`src/rtl/mips_pkg.sv`:
```
// Shared constants for the MIPS_UART multi-cycle control unit:
// opcode/funct codes, ALU_Sel codes, mux encodings and FSM states.
package mips_pkg;

  localparam logic [5:0] OP_RTYPE = 6'h00;
  localparam logic [5:0] OP_J     = 6'h02;
  localparam logic [5:0] OP_BEQ   = 6'h04;
  localparam logic [5:0] OP_BNE   = 6'h05;
  localparam logic [5:0] OP_ADDI  = 6'h08;
  localparam logic [5:0] OP_ANDI  = 6'h0C;
  localparam logic [5:0] OP_ORI   = 6'h0D;
  localparam logic [5:0] OP_LW    = 6'h23;
  localparam logic [5:0] OP_SW    = 6'h2B;

  localparam logic [5:0] FN_SLL  = 6'h00;
  localparam logic [5:0] FN_ADD  = 6'h20;
  localparam logic [5:0] FN_ADDU = 6'h21;
  localparam logic [5:0] FN_AND  = 6'h24;
  localparam logic [5:0] FN_OR   = 6'h25;

  localparam logic [2:0] ALU_AND = 3'b000;
  localparam logic [2:0] ALU_OR  = 3'b001;
  localparam logic [2:0] ALU_ADD = 3'b010;
  localparam logic [2:0] ALU_SLL = 3'b111;

  localparam logic [1:0] SRCB_REG  = 2'b00;
  localparam logic [1:0] SRCB_FOUR = 2'b01;
  localparam logic [1:0] SRCB_IMM  = 2'b10;
  localparam logic [1:0] SRCB_BOFF = 2'b11;

  localparam logic [1:0] PCSRC_ALU    = 2'b00;
  localparam logic [1:0] PCSRC_ALUOUT = 2'b01;
  localparam logic [1:0] PCSRC_JUMP   = 2'b10;

  typedef enum logic [3:0] {
    S_FETCH  = 4'd0,
    S_DECODE = 4'd1,
    S_MEMADR = 4'd2,
    S_MEMRD  = 4'd3,
    S_MEMWB  = 4'd4,
    S_MEMWR  = 4'd5,
    S_EXEC   = 4'd6,
    S_RWB    = 4'd7,
    S_IEXEC  = 4'd8,
    S_IWB    = 4'd9,
    S_BRADR  = 4'd10,
    S_BRANCH = 4'd11,
    S_JUMP   = 4'd12,
    S_TRAP   = 4'd13
  } state_e;

  typedef enum logic [1:0] {
    ALU_CLS_ADD   = 2'd0,
    ALU_CLS_RTYPE = 2'd1,
    ALU_CLS_IMM   = 2'd2
  } alu_cls_e;

endpackage

```
`src/rtl/mips_mc_control_if.sv`:
```
// Control <-> datapath bundle: IR fields, zero, mem_ready in;
// datapath enables, selects, ALU_Sel and illegal_op out.
interface mips_mc_control_if;

  logic [5:0] opcode;
  logic [5:0] funct;
  logic       zero;
  logic       mem_ready;

  logic       PCWrite;
  logic [1:0] PCSrc;
  logic       IorD;
  logic       MemRead;
  logic       MemWrite;
  logic       IRWrite;
  logic       RegDst;
  logic       MemtoReg;
  logic       RegWrite;
  logic       ALUSrcA;
  logic [1:0] ALUSrcB;
  logic       ExtOp;
  logic [2:0] ALU_Sel;
  logic       illegal_op;

  modport master (
    input  opcode, funct, zero, mem_ready,
    output PCWrite, PCSrc, IorD, MemRead,
    output MemWrite, IRWrite, RegDst,
    output MemtoReg, RegWrite, ALUSrcA,
    output ALUSrcB, ExtOp, ALU_Sel,
    output illegal_op
  );

  modport slave (
    output opcode, funct, zero, mem_ready,
    input  PCWrite, PCSrc, IorD, MemRead,
    input  MemWrite, IRWrite, RegDst,
    input  MemtoReg, RegWrite, ALUSrcA,
    input  ALUSrcB, ExtOp, ALU_Sel,
    input  illegal_op
  );

endinterface

```
`src/rtl/mips_alu_dec.sv`:
```
// ALU operation decoder: (class, opcode, funct) -> alu_sel, plus
// funct_ok flagging a supported R-type funct.
module mips_alu_dec
  import mips_pkg::*;
(
  input  alu_cls_e   cls,
  input  logic [5:0] opcode,
  input  logic [5:0] funct,
  output logic [2:0] alu_sel,
  output logic       funct_ok
);

  logic [2:0] r_sel;

  always_comb begin
    r_sel    = ALU_ADD;
    funct_ok = 1'b1;
    unique case (1'b1)
      funct == FN_SLL:  r_sel = ALU_SLL;
      funct == FN_ADD:  r_sel = ALU_ADD;
      funct == FN_ADDU: r_sel = ALU_ADD;
      funct == FN_AND:  r_sel = ALU_AND;
      funct == FN_OR:   r_sel = ALU_OR;
      default:          funct_ok = 1'b0;
    endcase
  end

  always_comb begin
    alu_sel = ALU_ADD;
    unique case (cls)
      ALU_CLS_RTYPE: alu_sel = r_sel;
      ALU_CLS_IMM: begin
        unique case (1'b1)
          opcode == OP_ANDI: alu_sel = ALU_AND;
          opcode == OP_ORI:  alu_sel = ALU_OR;
          default:           alu_sel = ALU_ADD;
        endcase
      end
      default: alu_sel = ALU_ADD;
    endcase
  end

endmodule

```
`src/rtl/mips_mc_control.sv`:
```
// Multi-cycle MIPS control FSM. Ports: clk, rst_n, bus (master
// side of mips_mc_control_if), state (debug view of the FSM).
module mips_mc_control
  import mips_pkg::*;
#(
  parameter int STATE_W = 4
) (
  input  logic               clk,
  input  logic               rst_n,
  mips_mc_control_if.master  bus,
  output logic [STATE_W-1:0] state
);

  state_e state_q, state_d;
  alu_cls_e cls;
  logic [2:0] alu_sel;
  logic funct_ok;

  logic       pc_write, mem_read, mem_write;
  logic       ir_write, reg_write, illegal;
  logic [1:0] pc_src, src_b;
  logic       iord, reg_dst, mem_to_reg;
  logic       src_a, ext_op;

  mips_alu_dec u_alu_dec (
    .cls      (cls),
    .opcode   (bus.opcode),
    .funct    (bus.funct),
    .alu_sel  (alu_sel),
    .funct_ok (funct_ok)
  );

  always_ff @(posedge clk or negedge rst_n) begin
    if (!rst_n) state_q <= S_FETCH;
    else        state_q <= state_d;
  end

  always_comb begin
    state_d    = S_FETCH;
    cls        = ALU_CLS_ADD;
    pc_write   = 1'b0;
    mem_read   = 1'b0;
    mem_write  = 1'b0;
    ir_write   = 1'b0;
    reg_write  = 1'b0;
    illegal    = 1'b0;
    pc_src     = PCSRC_ALU;
    src_b      = SRCB_REG;
    iord       = 1'b0;
    reg_dst    = 1'b0;
    mem_to_reg = 1'b0;
    src_a      = 1'b0;
    ext_op     = 1'b1;
    unique case (state_q)
      S_FETCH: begin
        mem_read = 1'b1;
        src_b    = SRCB_FOUR;
        ir_write = bus.mem_ready;
        state_d  = bus.mem_ready ? S_DECODE : S_FETCH;
      end
      S_DECODE: begin
        pc_write = 1'b1;
        pc_src   = PCSRC_ALUOUT;
        unique case (1'b1)
          bus.opcode == OP_RTYPE:
            state_d = funct_ok ? S_EXEC : S_TRAP;
          bus.opcode == OP_LW,
          bus.opcode == OP_SW:
            state_d = S_MEMADR;
          bus.opcode == OP_ADDI,
          bus.opcode == OP_ANDI,
          bus.opcode == OP_ORI:
            state_d = S_IEXEC;
          bus.opcode == OP_BEQ,
          bus.opcode == OP_BNE:
            state_d = S_BRADR;
          bus.opcode == OP_J:
            state_d = S_JUMP;
          default:
            state_d = S_TRAP;
        endcase
      end
      S_EXEC: begin
        src_a   = 1'b1;
        cls     = ALU_CLS_RTYPE;
        state_d = S_RWB;
      end
      S_RWB: begin
        reg_dst   = 1'b1;
        reg_write = 1'b1;
      end
      S_MEMADR: begin
        src_a   = 1'b1;
        src_b   = SRCB_IMM;
        state_d = (bus.opcode == OP_LW) ? S_MEMRD : S_MEMWR;
      end
      // Address-phase ALU controls are held so ALU_Out stays put.
      S_MEMRD: begin
        src_a    = 1'b1;
        src_b    = SRCB_IMM;
        iord     = 1'b1;
        mem_read = 1'b1;
        state_d  = bus.mem_ready ? S_MEMWB : S_MEMRD;
      end
      S_MEMWR: begin
        src_a     = 1'b1;
        src_b     = SRCB_IMM;
        iord      = 1'b1;
        mem_write = 1'b1;
        state_d   = bus.mem_ready ? S_FETCH : S_MEMWR;
      end
      S_MEMWB: begin
        mem_to_reg = 1'b1;
        reg_write  = 1'b1;
      end
      S_IEXEC: begin
        src_a   = 1'b1;
        src_b   = SRCB_IMM;
        cls     = ALU_CLS_IMM;
        ext_op  = (bus.opcode == OP_ADDI);
        state_d = S_IWB;
      end
      S_IWB: reg_write = 1'b1;
      // PC already holds PC+4 after DECODE.
      S_BRADR: begin
        src_b   = SRCB_BOFF;
        state_d = S_BRANCH;
      end
      S_BRANCH: begin
        pc_src   = PCSRC_ALUOUT;
        pc_write = (bus.opcode == OP_BEQ) ? bus.zero : !bus.zero;
      end
      S_JUMP: begin
        pc_write = 1'b1;
        pc_src   = PCSRC_JUMP;
      end
      S_TRAP: illegal = 1'b1;
      default: state_d = S_FETCH;
    endcase
  end

  // Strobes are gated by rst_n so nothing writes while in reset.
  assign bus.PCWrite    = rst_n & pc_write;
  assign bus.MemRead    = rst_n & mem_read;
  assign bus.MemWrite   = rst_n & mem_write;
  assign bus.IRWrite    = rst_n & ir_write;
  assign bus.RegWrite   = rst_n & reg_write;
  assign bus.illegal_op = rst_n & illegal;
  assign bus.PCSrc      = pc_src;
  assign bus.IorD       = iord;
  assign bus.RegDst     = reg_dst;
  assign bus.MemtoReg   = mem_to_reg;
  assign bus.ALUSrcA    = src_a;
  assign bus.ALUSrcB    = src_b;
  assign bus.ExtOp      = ext_op;
  assign bus.ALU_Sel    = alu_sel;
  assign state          = STATE_W'(state_q);

endmodule

```
`src/flat_wrapper.sv`:
```
// flat-port wrapper written by rule: the top's interface ports become plain ports
module mips_mc_control_flat import mips_pkg::*;
#(
  parameter int STATE_W = 4
)
  (clk, rst_n, state, bus_opcode, bus_funct, bus_zero, bus_mem_ready, bus_PCWrite, bus_PCSrc, bus_IorD, bus_MemRead, bus_MemWrite, bus_IRWrite, bus_RegDst, bus_MemtoReg, bus_RegWrite, bus_ALUSrcA, bus_ALUSrcB, bus_ExtOp, bus_ALU_Sel, bus_illegal_op);
  mips_mc_control_if bus_i ();
  input  logic clk;
  input  logic rst_n;
  output logic [STATE_W-1:0] state;
  input wire logic [$bits(bus_i.opcode)-1:0] bus_opcode;
  input wire logic [$bits(bus_i.funct)-1:0] bus_funct;
  input wire logic [$bits(bus_i.zero)-1:0] bus_zero;
  input wire logic [$bits(bus_i.mem_ready)-1:0] bus_mem_ready;
  output wire logic [$bits(bus_i.PCWrite)-1:0] bus_PCWrite;
  output wire logic [$bits(bus_i.PCSrc)-1:0] bus_PCSrc;
  output wire logic [$bits(bus_i.IorD)-1:0] bus_IorD;
  output wire logic [$bits(bus_i.MemRead)-1:0] bus_MemRead;
  output wire logic [$bits(bus_i.MemWrite)-1:0] bus_MemWrite;
  output wire logic [$bits(bus_i.IRWrite)-1:0] bus_IRWrite;
  output wire logic [$bits(bus_i.RegDst)-1:0] bus_RegDst;
  output wire logic [$bits(bus_i.MemtoReg)-1:0] bus_MemtoReg;
  output wire logic [$bits(bus_i.RegWrite)-1:0] bus_RegWrite;
  output wire logic [$bits(bus_i.ALUSrcA)-1:0] bus_ALUSrcA;
  output wire logic [$bits(bus_i.ALUSrcB)-1:0] bus_ALUSrcB;
  output wire logic [$bits(bus_i.ExtOp)-1:0] bus_ExtOp;
  output wire logic [$bits(bus_i.ALU_Sel)-1:0] bus_ALU_Sel;
  output wire logic [$bits(bus_i.illegal_op)-1:0] bus_illegal_op;
  assign bus_i.opcode = bus_opcode;
  assign bus_i.funct = bus_funct;
  assign bus_i.zero = bus_zero;
  assign bus_i.mem_ready = bus_mem_ready;
  assign bus_PCWrite = bus_i.PCWrite;
  assign bus_PCSrc = bus_i.PCSrc;
  assign bus_IorD = bus_i.IorD;
  assign bus_MemRead = bus_i.MemRead;
  assign bus_MemWrite = bus_i.MemWrite;
  assign bus_IRWrite = bus_i.IRWrite;
  assign bus_RegDst = bus_i.RegDst;
  assign bus_MemtoReg = bus_i.MemtoReg;
  assign bus_RegWrite = bus_i.RegWrite;
  assign bus_ALUSrcA = bus_i.ALUSrcA;
  assign bus_ALUSrcB = bus_i.ALUSrcB;
  assign bus_ExtOp = bus_i.ExtOp;
  assign bus_ALU_Sel = bus_i.ALU_Sel;
  assign bus_illegal_op = bus_i.illegal_op;
  mips_mc_control #(.STATE_W(STATE_W)) u_core (.clk(clk), .rst_n(rst_n), .bus(bus_i), .state(state));
endmodule
```
`config.mk`:
```
export PLATFORM = sky130hd
export DESIGN_NAME = mips_mc_control_flat
export DESIGN_NICKNAME = d
export VERILOG_FILES = /design/src/rtl/mips_pkg.sv /design/src/rtl/mips_mc_control_if.sv /design/src/rtl/mips_alu_dec.sv /design/src/rtl/mips_mc_control.sv /design/src/flat_wrapper.sv
export SDC_FILE = /design/constraint.sdc
export NUM_CORES = 1
export LEC_CHECK = 0
export ABC_AREA = 1
export CAP_MARGIN = 20
export CORE_ASPECT_RATIO = 0.6
export CORE_MARGIN = 2
export CORE_UTILIZATION = 39
export CTS_BUF_LIST = sky130_fd_sc_hd__clkbuf_2
export CTS_CLUSTER_SIZE = 16
export DETAILED_ROUTE_END_ITERATION = 10
export GPL_TIMING_DRIVEN = 1
export PLACE_DENSITY = 0.86
export SYNTH_ARGS = -nofsm -noshare
export SYNTH_HDL_FRONTEND = slang
export SYNTH_HIERARCHICAL = 1
export SYNTH_SLANG_ARGS = --single-unit
```
`constraint.sdc`:
```
create_clock -name clk -period 1.7 [get_ports clk]
set_input_delay 0.34 -clock clk [delete_from_list [all_inputs] [get_ports clk]]
set_output_delay 0.34 -clock clk [all_outputs]
set_load 0.05 [all_outputs]
```
==> impl_metrics.yaml, run 1 <==
synthesis:
  synth_edf_count: 0
  ys_seq_elements: 4
  syn_avg_cell_area_um2: 5.737
  yosysWarnings: 6
  synth-seq-area-share_pct: 11.87
  synth-async-reset-ratio_pct: 100.0
  yosys.cell_types.count: 29
  syn_nets: 165
  synthesis.area_um2: 843.3
  synthFlopType: "dfrtp_1"
  netlist_instances: 147
clock_tree:
  clock_sinks: 4
  cts.repair.resized: 47
  cts_hold_buf: 0
  htreeDepth: 1
  post_cts.repair.setup_buffers: 13
  cts_buffer_depth: 2
  cts_inserted_buffers: 3
  clockRootBuffer: "clkbuf_2"
placement:
  postPlaceCellArea_mm2: 0.001834
  port_buffers: 37
  place_congestion: 0.9459
  dpl.hpwl_mm: 4.184
run_status:
  status: "aborted with a tool error"
  stop_stage: "clock tree synthesis (4_1_cts)"
  stop_error: "[ERROR DPL-0038] Utilization greater than 100%, impossible to legalize"
floorplan:
  rows: 12
  die_w_um: 64.03
  initial_core_util_pct: 43.54
  io_pins: 38
  die_h_um: 40.02
## cell usage after synthesis (3+ instances only)
library cell	instances	area [um2]
nor2_2	6	37.54
nand4_1	5	31.28
inv_2	9	33.78
nand3b_1	3	22.52
nand2_2	4	25.02
dfrtp_1	4	100.1
nor2_1	25	93.84
nand2_4	3	33.78
nand2_1	22	82.58
inv_1	26	97.59
nand3_1	18	90.09
## cell families after synthesis
group	count (synthesis)	share of synthesized area, %
simple gates	95	61.13
flops	4	11.87
fa+ha+maj	2	2.967
compound gates	10	7.716
buf+inv	36	16.32
## metrics by stage
| stage | utilization (%) | instances | hold slack (ps) | setup slack [ps] | TNS, ps |
|---|---|---|---|---|---|
| 3_5_place_dp | 94.70 | 243 | 659.0 | -505.6 | -2809 |
| 3_3_place_gp | 94.70 | 243 | 645.3 | -262.0 | -1391 |
| 2_1_floorplan | - | 147 | 44.41 | -411.7 | -2204 |
==> run 2, diff against run 1 <==
Settings changed: CORE_AREA set to 2 2 63 65, CORE_ASPECT_RATIO 0.6 to unset, CORE_MARGIN 2 to unset, CORE_UTILIZATION 39 to unset, CTS_BUF_LIST sky130_fd_sc_hd__clkbuf_2 to unset, CTS_CLUSTER_SIZE 16 to unset, DIE_AREA set to 0 0 65 67, PLACE_DENSITY 0.86 to unset, PLACE_DENSITY_LB_ADDON set to 0.15.
Clock period 1.7 ns to 2.21 ns, I/O delays scaled along.
==> impl_metrics.yaml, run 2 <==
finish:
  layoutNonFillerInstCount: 254
  nets: 226
  final_layout_size_suffix_gt1_share_pct: 43.20
  syn2layout_area_growth_pct: 104.2
  multi_input_area_um2: 690.7
  final_common_cell: "inv_1"
  mostFrequentLayoutCells: "inv_1, buf_4, nor2_1, nand2_1, clkdlybuf4s50_1"
  largest_reg_flops: 4
  antenna_cells: 0
  regArea_um2: 107.6
  nFillCells: 369
synthesis:
  ys_seq_elements: 4
  ys_top_cells_by_area: "dfrtp_1, inv_1, nor2_1"
  yosysWarnings: 6
  yosys.area.top_type: "dfrtp_1"
  synthesis.area_um2: 843.3
  yosys.cell_types.count: 29
  syn_avg_cell_area_um2: 5.737
  netlist_instances: 147
  syn_nets: 165
  synth_top_area_share_pct: 11.87
  synthFlopType: "dfrtp_1"
  synth_edf_count: 0
  synth.most_common_cell: "inv_1"
  synth-async-reset-ratio_pct: 100.0
  synth-seq-area-share_pct: 11.87
  netlist_top_cells_count: "inv_1, nor2_1, nand2_1, nand3_1, inv_2"
global_routing:
  grt_pass1_vias: 1081
  grt_max_degree: 7
  overflow: 0
  grt_pass1_wl_mm: 4.388
  antenna_found_initial: 0
  grt_usage_pct: 12.34
timing:
  relSlewSlack_pct: 66.88
  rsz0062_at_grt: "yes"
  timing.final.crit_share_pct: 99.40
  clock_skew_ps: 0.2963
  finalWorstSetupSlack_ps: 13.23
  finalHoldViolCount: 0
  final-setup-viol-count: 0
  maxSlewViolCount: 0
  worst_pin_slew_ps: 495.3
  period_needed_ps: 2197
  fmax_ghz: 0.4552
clock_tree:
  clock_sinks: 4
  clockRootBuffer: "clkbuf_8"
  htreeDepth: 1
  cts_tree: "yes"
  cts.clk_slew.worst_paths_ps: 30
  cts_inserted_buffers: 3
  insertion_delay_ps: 210
  cts_buffer_depth: 2
hold_path:
  hold_path.class: "input pin to asynchronous set/reset pin"
setup_path:
  endpoint_kind: "output port"
  critPathMaxStageDelay_ps: 500
  rr_worst_depth: 7
  crit_path_end: "bus_ALU_Sel[0]"
  path_cells: "nor2_4, inv_4, nor2_4, ha_4, inv_4, nand2_4, nor2_4, nand2_4, nand3_2, buf_12"
  critical-path-slowest-cell: "dfrtp_4"
  path_buf_inv: 3
  cpLargestDelayFamily: "simple AND/OR/NAND/NOR gates"
  worstPathRequired_ps: 1770
  cp_max_fo: 4
  worstSetupPathType: "flip-flop to output port"
  r2r-start: "u_core/state[0]"
  setup.worst_path.start: "u_core/state[0]"
  worstPathArrival_ps: 1750
  start_kind: "flip-flop"
  timing.rr.end: "u_core/state[2]"
  reg2reg_slack_ps: 830
  path_depth: 10
  path_common_cell: "nor2_4"
floorplan:
  die_h_um: 67
  dieArea_mm2: 0.004355
  die_w_um: 65
  rows: 22
  core_mm2: 0.003606
  io_pins: 38
  initial_core_util_pct: 23.39
route:
  ant_nets: 0
  wl_mm: 2.599
  vias: 1098
  drtIter0Drc: 40
  wl_per_cell_um: 10.23
  post-route-drc-count: 0
  vias_per_cell: 4.323
  first_pass_iters: 4
power_and_ir_drop:
  combPwrFrac_pct: 84.3
  vdd_drop_max_uv: 300.9
  power.leakage_nw: 0.8548
  power_frac_seq_pct: 8.3
  p_int_w: 0.0009431
  p_per_area_mw_per_mm2: 1163
  p_sw_share_pct: 52.91
  p_switching_w: 0.001060
  clkPwrFrac_pct: 7.4
placement:
  place_congestion: 0.8608
  dp_slack_ps: 64.90
  placedCellCount: 242
  dpl.hpwl_mm: 2.211
  port_buffers: 37
run_status:
  status: "complete, no violations"
flow_run:
  maxCapViolCount: 0
run 2: cell families (layout without fill, tap and decap cells):
logic type      count (synthesis)  in the layout  synth area share, %
simple gates                   95             95                61.13
buf+inv                        36             95                16.32
compound gates                 10             10                7.716
flops                           4              4                11.87
fa+ha+maj                       2              2                2.967
run 2: metal layers:
metal	track usage, %	routed length (um)	vias to the layer above
met4	4.787	24	0
met3	1.520	109	2
li1	-	-	582
met1	14.46	1120	489
met5	0	0	-
met2	22.68	1344	25
run 2: power groups by stage:
stage	Combinational [W]	Clock, W	Sequential [W]
floorplan	0.000826	0	0.000269
global placement	0.00157	0	0.000185
detailed placement	0.00157	0	0.000188
CTS	0.00169	0.000152	0.000161
global route	0.00179	0.000158	0.000167
finish	0.00169	0.000148	0.000166
run 2: final cells by class:
type / count / share of cell area (%)
well taps: 48 / 3.488
multi-input cells: 107 / 40.12
clock buffers: 3 / 2.398
inverters: 36 / 8.939
repair buffers: 56 / 38.81
flip-flops and latches: 4 / 6.250
run 2: worst min path at each step:
stage                from              end  slack, ps  cells after the start
floorplan           rst_n  u_core/state[1]        150                      0
global placement    rst_n  u_core/state[0]        740                      2
detailed placement  rst_n  u_core/state[0]        740                      2
CTS                 rst_n  u_core/state[2]        520                      2
global route        rst_n  u_core/state[0]        550                      2
finish              rst_n  u_core/state[1]        520                      2
run 2: through the flow:
step	cell area [um2]	hold slack [ps]	util, %	TNS [ps]	total power [W]
after floorplan	914.6	146.4	-	-48.08	0.001094
after global placement	1575	744.1	43.68	0	0.001751
after detailed placement	1575	741.0	43.68	0	0.001754
after CTS	1674	521.9	46.43	-13.76	0.002001
after global routing	1722	546.2	47.74	-113.6	0.002116
final	1722	521.9	47.74	0	0.002003
run 2: repair_timing:
action	in CTS	in global routing
pin swaps	6	10
endpoints found under the setup margin	3	3
resized for setup	4	7
buffers inserted	6	3
hold buffers	0	0
run 2: worst reg2reg max path, delay by kind of cell, from the launching register on:
family | cells | cell delay (ps)
AND/OR/NAND/NOR | 6 | 580
flip-flops | 1 | 500
buffers and inverters | 1 | 170
Note: power is estimated with default switching activity, not from simulation.
==> run 3, diff against run 2 <==
--- a/config.mk
+++ b/config.mk
@@ -8,4 +8,4 @@
 export ABC_AREA = 1
-export CAP_MARGIN = 20
 export CORE_AREA = 2 2 63 65
+export CTS_CLUSTER_SIZE = 10
 export DETAILED_ROUTE_END_ITERATION = 10
--- a/constraint.sdc
+++ b/constraint.sdc
@@ -3,2 +3,2 @@
 set_output_delay 0.442 -clock clk [all_outputs]
-set_load 0.05 [all_outputs]
+set_load 0.02 [all_outputs]
==> impl_metrics.yaml, run 3 (synthesis gave the netlist of run 2 again) <==
floorplan:
  die_w_um: 65
  core_mm2: 0.003606
  rows: 22
  die_h_um: 67
  initial_core_util_pct: 23.39
  io_pins: 38
  dieArea_mm2: 0.004355
hold_path:
  hold_path.class: "input pin to asynchronous set/reset pin"
timing:
  worst_pin_slew_ps: 216.8
  maxSlewViolCount: 0
  finalWorstSetupSlack_ps: 44.79
  rsz0062_at_grt: "yes"
  fmax_ghz: 0.4618
  final-setup-viol-count: 0
  finalSetupTns_ps: 0
  period_needed_ps: 2165
  relSlewSlack_pct: 85.41
  clock_skew_ps: 2.700
  finalHoldViolCount: 0
  timing.final.crit_share_pct: 97.97
finish:
  antenna_cells: 0
  largest_reg_flops: 4
  mostFrequentLayoutCells: "buf_4, nor2_1, clkdlybuf4s50_1, inv_1, nand2_1"
  layoutNonFillerInstCount: 277
  final_layout_size_suffix_gt1_share_pct: 41.05
  syn2layout_area_growth_pct: 97.63
  final_area_mm2: 0.001667
  final_common_cell: "buf_4"
  nets: 249
global_routing:
  antenna_found_initial: 0
  grt_usage_pct: 13.60
  overflow: 0
  grt_pass1_wl_mm: 4.678
  grt_pass1_vias: 1161
  grt_max_degree: 7
clock_tree:
  insertion_delay_ps: 220
  clockRootBuffer: "clkbuf_8"
  clock_sinks: 4
  htreeDepth: 1
  cts_hold_buf: 0
  cts_buffer_depth: 2
  cts_inserted_buffers: 3
  cts_tree: "yes"
  cts.clk_slew.worst_paths_ps: 30
power_and_ir_drop:
  combPwrFrac_pct: 81.0
  p_int_w: 0.0007860
  power_w: 0.001512
  p_sw_share_pct: 48.03
  power_frac_seq_pct: 8.9
  vdd_drop_max_uv: 314.4
  clkPwrFrac_pct: 10.1
  p_switching_w: 0.0007263
  power.leakage_nw: 0.9140
  p_per_area_mw_per_mm2: 907.4
route:
  drtIter0Drc: 43
  post-route-drc-count: 0
  wl_mm: 2.779
  wl_per_cell_um: 10.03
  vias: 1196
  vias_per_cell: 4.318
  first_pass_iters: 4
  ant_nets: 0
flow_run:
  maxCapViolCount: 0
setup_path:
  start_kind: "flip-flop"
  cp_max_fo: 3
  endpoint_kind: "output port"
  worstSetupPathType: "flip-flop to output port"
  worstPathRequired_ps: 1770
  worstPathArrival_ps: 1720
placement:
  port_buffers: 37
  place_congestion: 0.7987
  dp_slack_ps: -300.7
  postPlaceCellArea_mm2: 0.001536
  placedCellCount: 267
  dpl.hpwl_mm: 2.380
run_status:
  status: "complete, no violations"
==> run 3: cell types whose count changed in the layout (fill, tap and decap cells not counted), moves of 4 or more <==
cell,previous run,this run
dlygate4sd2_1,0,7
inv_2,6,12
buf_4,21,41
dfrtp_1,0,4
buf_12,16,0
buf_6,0,4
==> run 3: routing by layer <==
layer	track usage, %	share of wire, %	vias to the layer above
li1	-	-	628
met1	16.92	45	529
met2	24.61	50	39
met3	3.378	5.6	0
met4	0.7979	0	0
met5	0	0	-
==> run 3: worst max-delay path, stage by stage, from the launching register on <==
cell and delay (ps):
dfrtp_1 420, inv_2 100, nand2_4 50, inv_4 50, nand2_2 50, inv_2 60
inv_2 40, ha_4 210, inv_4 60, nand2_4 60, nor2_4 70, nand2_2 70
buf_6 120, inv_2 40, buf_6 100
==> run 3: worst paths after layout <==
| kind | cells past startpoint | slack, ps | endpoint | start |
|---|---|---|---|---|
| max | 14 | 40 | bus_ALU_Sel[2] | u_core/state[3] |
| min | 2 | 520 | u_core/state[2] | rst_n |
| max reg2reg | 9 | 780 | u_core/state[1] | u_core/state[3] |
| min reg2reg | 4 | 810 | u_core/state[2] | u_core/state[0] |
| max in group asynchronous | 2 | 1580 | u_core/state[1] | rst_n |
| min in group clk | 4 | 810 | u_core/state[2] | u_core/state[0] |
==> run 3: stage by stage <==
| stage | util, % | hold WS, ps |
|---|---|---|
| finish | 46.22 | 523.1 |
| global route | 46.22 | 531.3 |
| CTS | 45.11 | 524.0 |
| detailed placement | 42.61 | 753.5 |
| global placement | 42.61 | 744.6 |
| floorplan | - | 146.4 |
==> run 3: layout make-up <==
cell class | instances | area [um2]
fill | 386 | 1939
timing repair buffer | 79 | 664.4
multi-input combinational | 107 | 658.1
inverter | 36 | 142.6
sequential | 4 | 100.1
tap | 48 | 60.06
clock buffer | 3 | 41.29
==> run 3: power groups by stage <==
stage               registers [W]  clock network, W  logic [W]
CTS                      0.000135          0.000158    0.00118
global placement         0.000135                 0    0.00118
detailed placement       0.000136                 0    0.00118
finish                   0.000135          0.000152    0.00123
floorplan                0.000189                 0   0.000554
global route             0.000139          0.000169    0.00133
==> run 3: what timing repair did <==
action,in CTS,in global routing
hold endpoints to repair,0,0
pin swaps,5,6
setup endpoints to repair,15,8
setup buffers,4,3
resized for setup,39,22
==> run 4, diff against run 3 <==
Settings changed: ABC_AREA 1 to unset, DONT_BUFFER_PORTS set to 1.
==> impl_metrics.yaml, run 4 <==
run_status:
  status: "finished with violations"
  violations: "negative setup slack"
clock_tree:
  htreeDepth: 1
  clock_sinks: 4
  insertion_delay_ps: 220
  clockRootBuffer: "clkbuf_8"
  cts_tree: "yes"
  cts_inserted_buffers: 3
  cts_buffer_depth: 2
  cts.clk_slew.worst_paths_ps: 30
floorplan:
  io_pins: 38
  die_w_um: 65
  initial_core_util_pct: 22.21
  die_h_um: 67
  dieArea_mm2: 0.004355
  rows: 22
  core_mm2: 0.003606
setup_path:
  worstPathArrival_ps: 1850
  rr_worst_depth: 7
  worstPathRequired_ps: 1770
  cp_max_fo: 3
  endpoint_kind: "output port"
  worstSetupPathType: "flip-flop to output port"
  r2r-start: "u_core/state[2]"
  timing.rr.end: "u_core/state[1]"
  reg2reg_slack_ps: 600
  setup.worst_path.start: "u_core/state[3]"
  start_kind: "flip-flop"
synthesis:
  yosysWarnings: 6
  synth.most_common_cell: "nor2_1"
  syn_nets: 131
  ys_top_cells_by_area: "dfrtp_1, nor2_1, nand2_1"
  netlist_instances: 113
  synth-seq-area-share_pct: 12.50
  synth_edf_count: 0
  synth-async-reset-ratio_pct: 100.0
  yosys.cell_types.count: 45
  netlist_top_cells_count: "nor2_1, nand2_1, inv_1, nor3_1, o21ai_0"
  syn_avg_cell_area_um2: 7.086
  synthFlopType: "dfrtp_1"
  synthesis.area_um2: 800.8
  synth_top_area_share_pct: 12.50
  yosys.area.top_type: "dfrtp_1"
  ys_seq_elements: 4
timing:
  timing.final.crit_share_pct: 103.6
  relSlewSlack_pct: 72.70
  finalHoldViolCount: 0
  finalWorstSetupSlack_ps: -80.23
  fmax_ghz: 0.4366
  rsz0062_at_grt: "yes"
  finalSetupTns_ps: -112.4
  worst_pin_slew_ps: 403.1
  clock_skew_ps: 4.390
  period_needed_ps: 2290
  final-setup-viol-count: 2
  maxSlewViolCount: 0
route:
  vias_per_cell: 4.867
  wl_per_cell_um: 14.47
  ant_nets: 0
  wl_mm: 2.721
  drtIter0Drc: 52
  first_pass_iters: 4
  post-route-drc-count: 0
  vias: 915
power_and_ir_drop:
  vdd_drop_max_uv: 348.2
  p_per_area_mw_per_mm2: 1141
  power.leakage_nw: 0.4637
finish:
  mostFrequentLayoutCells: "buf_4, nor2_1, nand2_1, o21ai_0, nor3_1"
  largest_reg_flops: 4
  final_layout_size_suffix_gt1_share_pct: 35.00
  syn2layout_area_growth_pct: 40.94
  layoutNonFillerInstCount: 188
  fin_util_pct: 31.30
  antenna_cells: 0
  nets: 159
  final_common_cell: "buf_4"
global_routing:
  overflow: 0
  grt_pass1_wl_mm: 4.284
  grt_usage_pct: 12.83
  antenna_found_initial: 0
  grt_max_degree: 19
  grt_pass1_vias: 942
placement:
  port_buffers: 0
  dpl.hpwl_mm: 2.102
  placedCellCount: 177
  place_congestion: 0.7936
hold_path:
  hold_path.class: "input pin to flip-flop"
  hold_path_end: "u_core/state[1]"
  hp-start: "bus_opcode[3]"
  hold-path-cell-count: 1
flow_run:
  maxCapViolCount: 0
==> run 4: changes by cell type in the layout (fill, tap and decap cells not counted), moves of 7 or more <==
cell | previous run | this run
clkdlybuf4s50_1 | 21 | 0
nand2_1 | 21 | 10
dlygate4sd2_1 | 7 | 0
inv_2 | 12 | 1
nand3_1 | 17 | 2
buf_4 | 41 | 28
inv_1 | 21 | 5
nor2_1 | 23 | 16
==> run 4: worst max-delay path by stage <==
| stage | end |
|---|---|
| floorplan | bus_ALU_Sel[1] |
| global placement | bus_ALU_Sel[1] |
| detailed placement | bus_ALU_Sel[1] |
| CTS | bus_ALU_Sel[1] |
| global route | bus_ALU_Sel[1] |
| finish | bus_ALU_Sel[1] |
==> run 4: per-layer routing <==
metal,wire (um),global-route usage (%)
met5,0,0
met1,1255,14.73
met2,1274,22.55
met4,27,6.383
met3,163,2.534
==> run 4: cells by family after synthesis <==
kind of cell | synth area share (%)
muxes | 1.250
AOI/OAI and AO/OA | 25.94
DFF | 12.50
buffers and inverters | 9.061
adders and majority gates | 3.125
and+or+nand+nor | 43.75
xor gates and xnor gates | 4.376
==> run 4: power breakdown <==
part / leakage (nW) / switching [W] / internal (W) / total (W)
combinational: 0.392 / 0.000573 / 0.000425 / 0.000998
sequential: 0.0488 / 0.0000214 / 0.000105 / 0.000127
clock: 0.0228 / 0.0000399 / 0.000123 / 0.000163
total: 0.464 / 0.000634 / 0.000654 / 0.00129
==> run 4: cell type report <==
| cell class | count | area (um2) |
|---|---|---|
| fill | 398 | 2477 |
| multi-input combinational | 97 | 678.2 |
| timing repair buffer | 29 | 220.2 |
| sequential | 4 | 102.6 |
| tap | 48 | 60.06 |
| clock buffer | 4 | 45.04 |
| inverter | 6 | 22.52 |
==> run 4: worst max-delay path, stage by stage (launching register included) <==
cell	delay [ps]
dfrtp_2	390
or2b_1	240
nor2_2	150
inv_2	60
ha_4	250
nor4_4	170
a31oi_1	120
a21o_2	240
==> run 4: metrics by stage <==
stage	cell area [um2]	hold WS [ps]	worst slack, ps	power, W
detailed placement	997.2	146.8	54.09	0.001068
floorplan	822.0	146.4	22.26	0.0007928
CTS	1115	350.2	-90.63	0.001284
global placement	997.2	146.7	78.90	0.001054
finish	1129	354.6	-80.23	0.001288
global route	1129	361.7	-173.3	0.001383
==> run 4: what timing repair did <==
action / CTS / global route
pin swaps: 2 / 1
hold buffers: 1 / 0
setup buffers: 5 / 1
hold endpoints to repair: 4 / 0
resized for setup: 6 / 1
setup endpoints to repair: 3 / 4
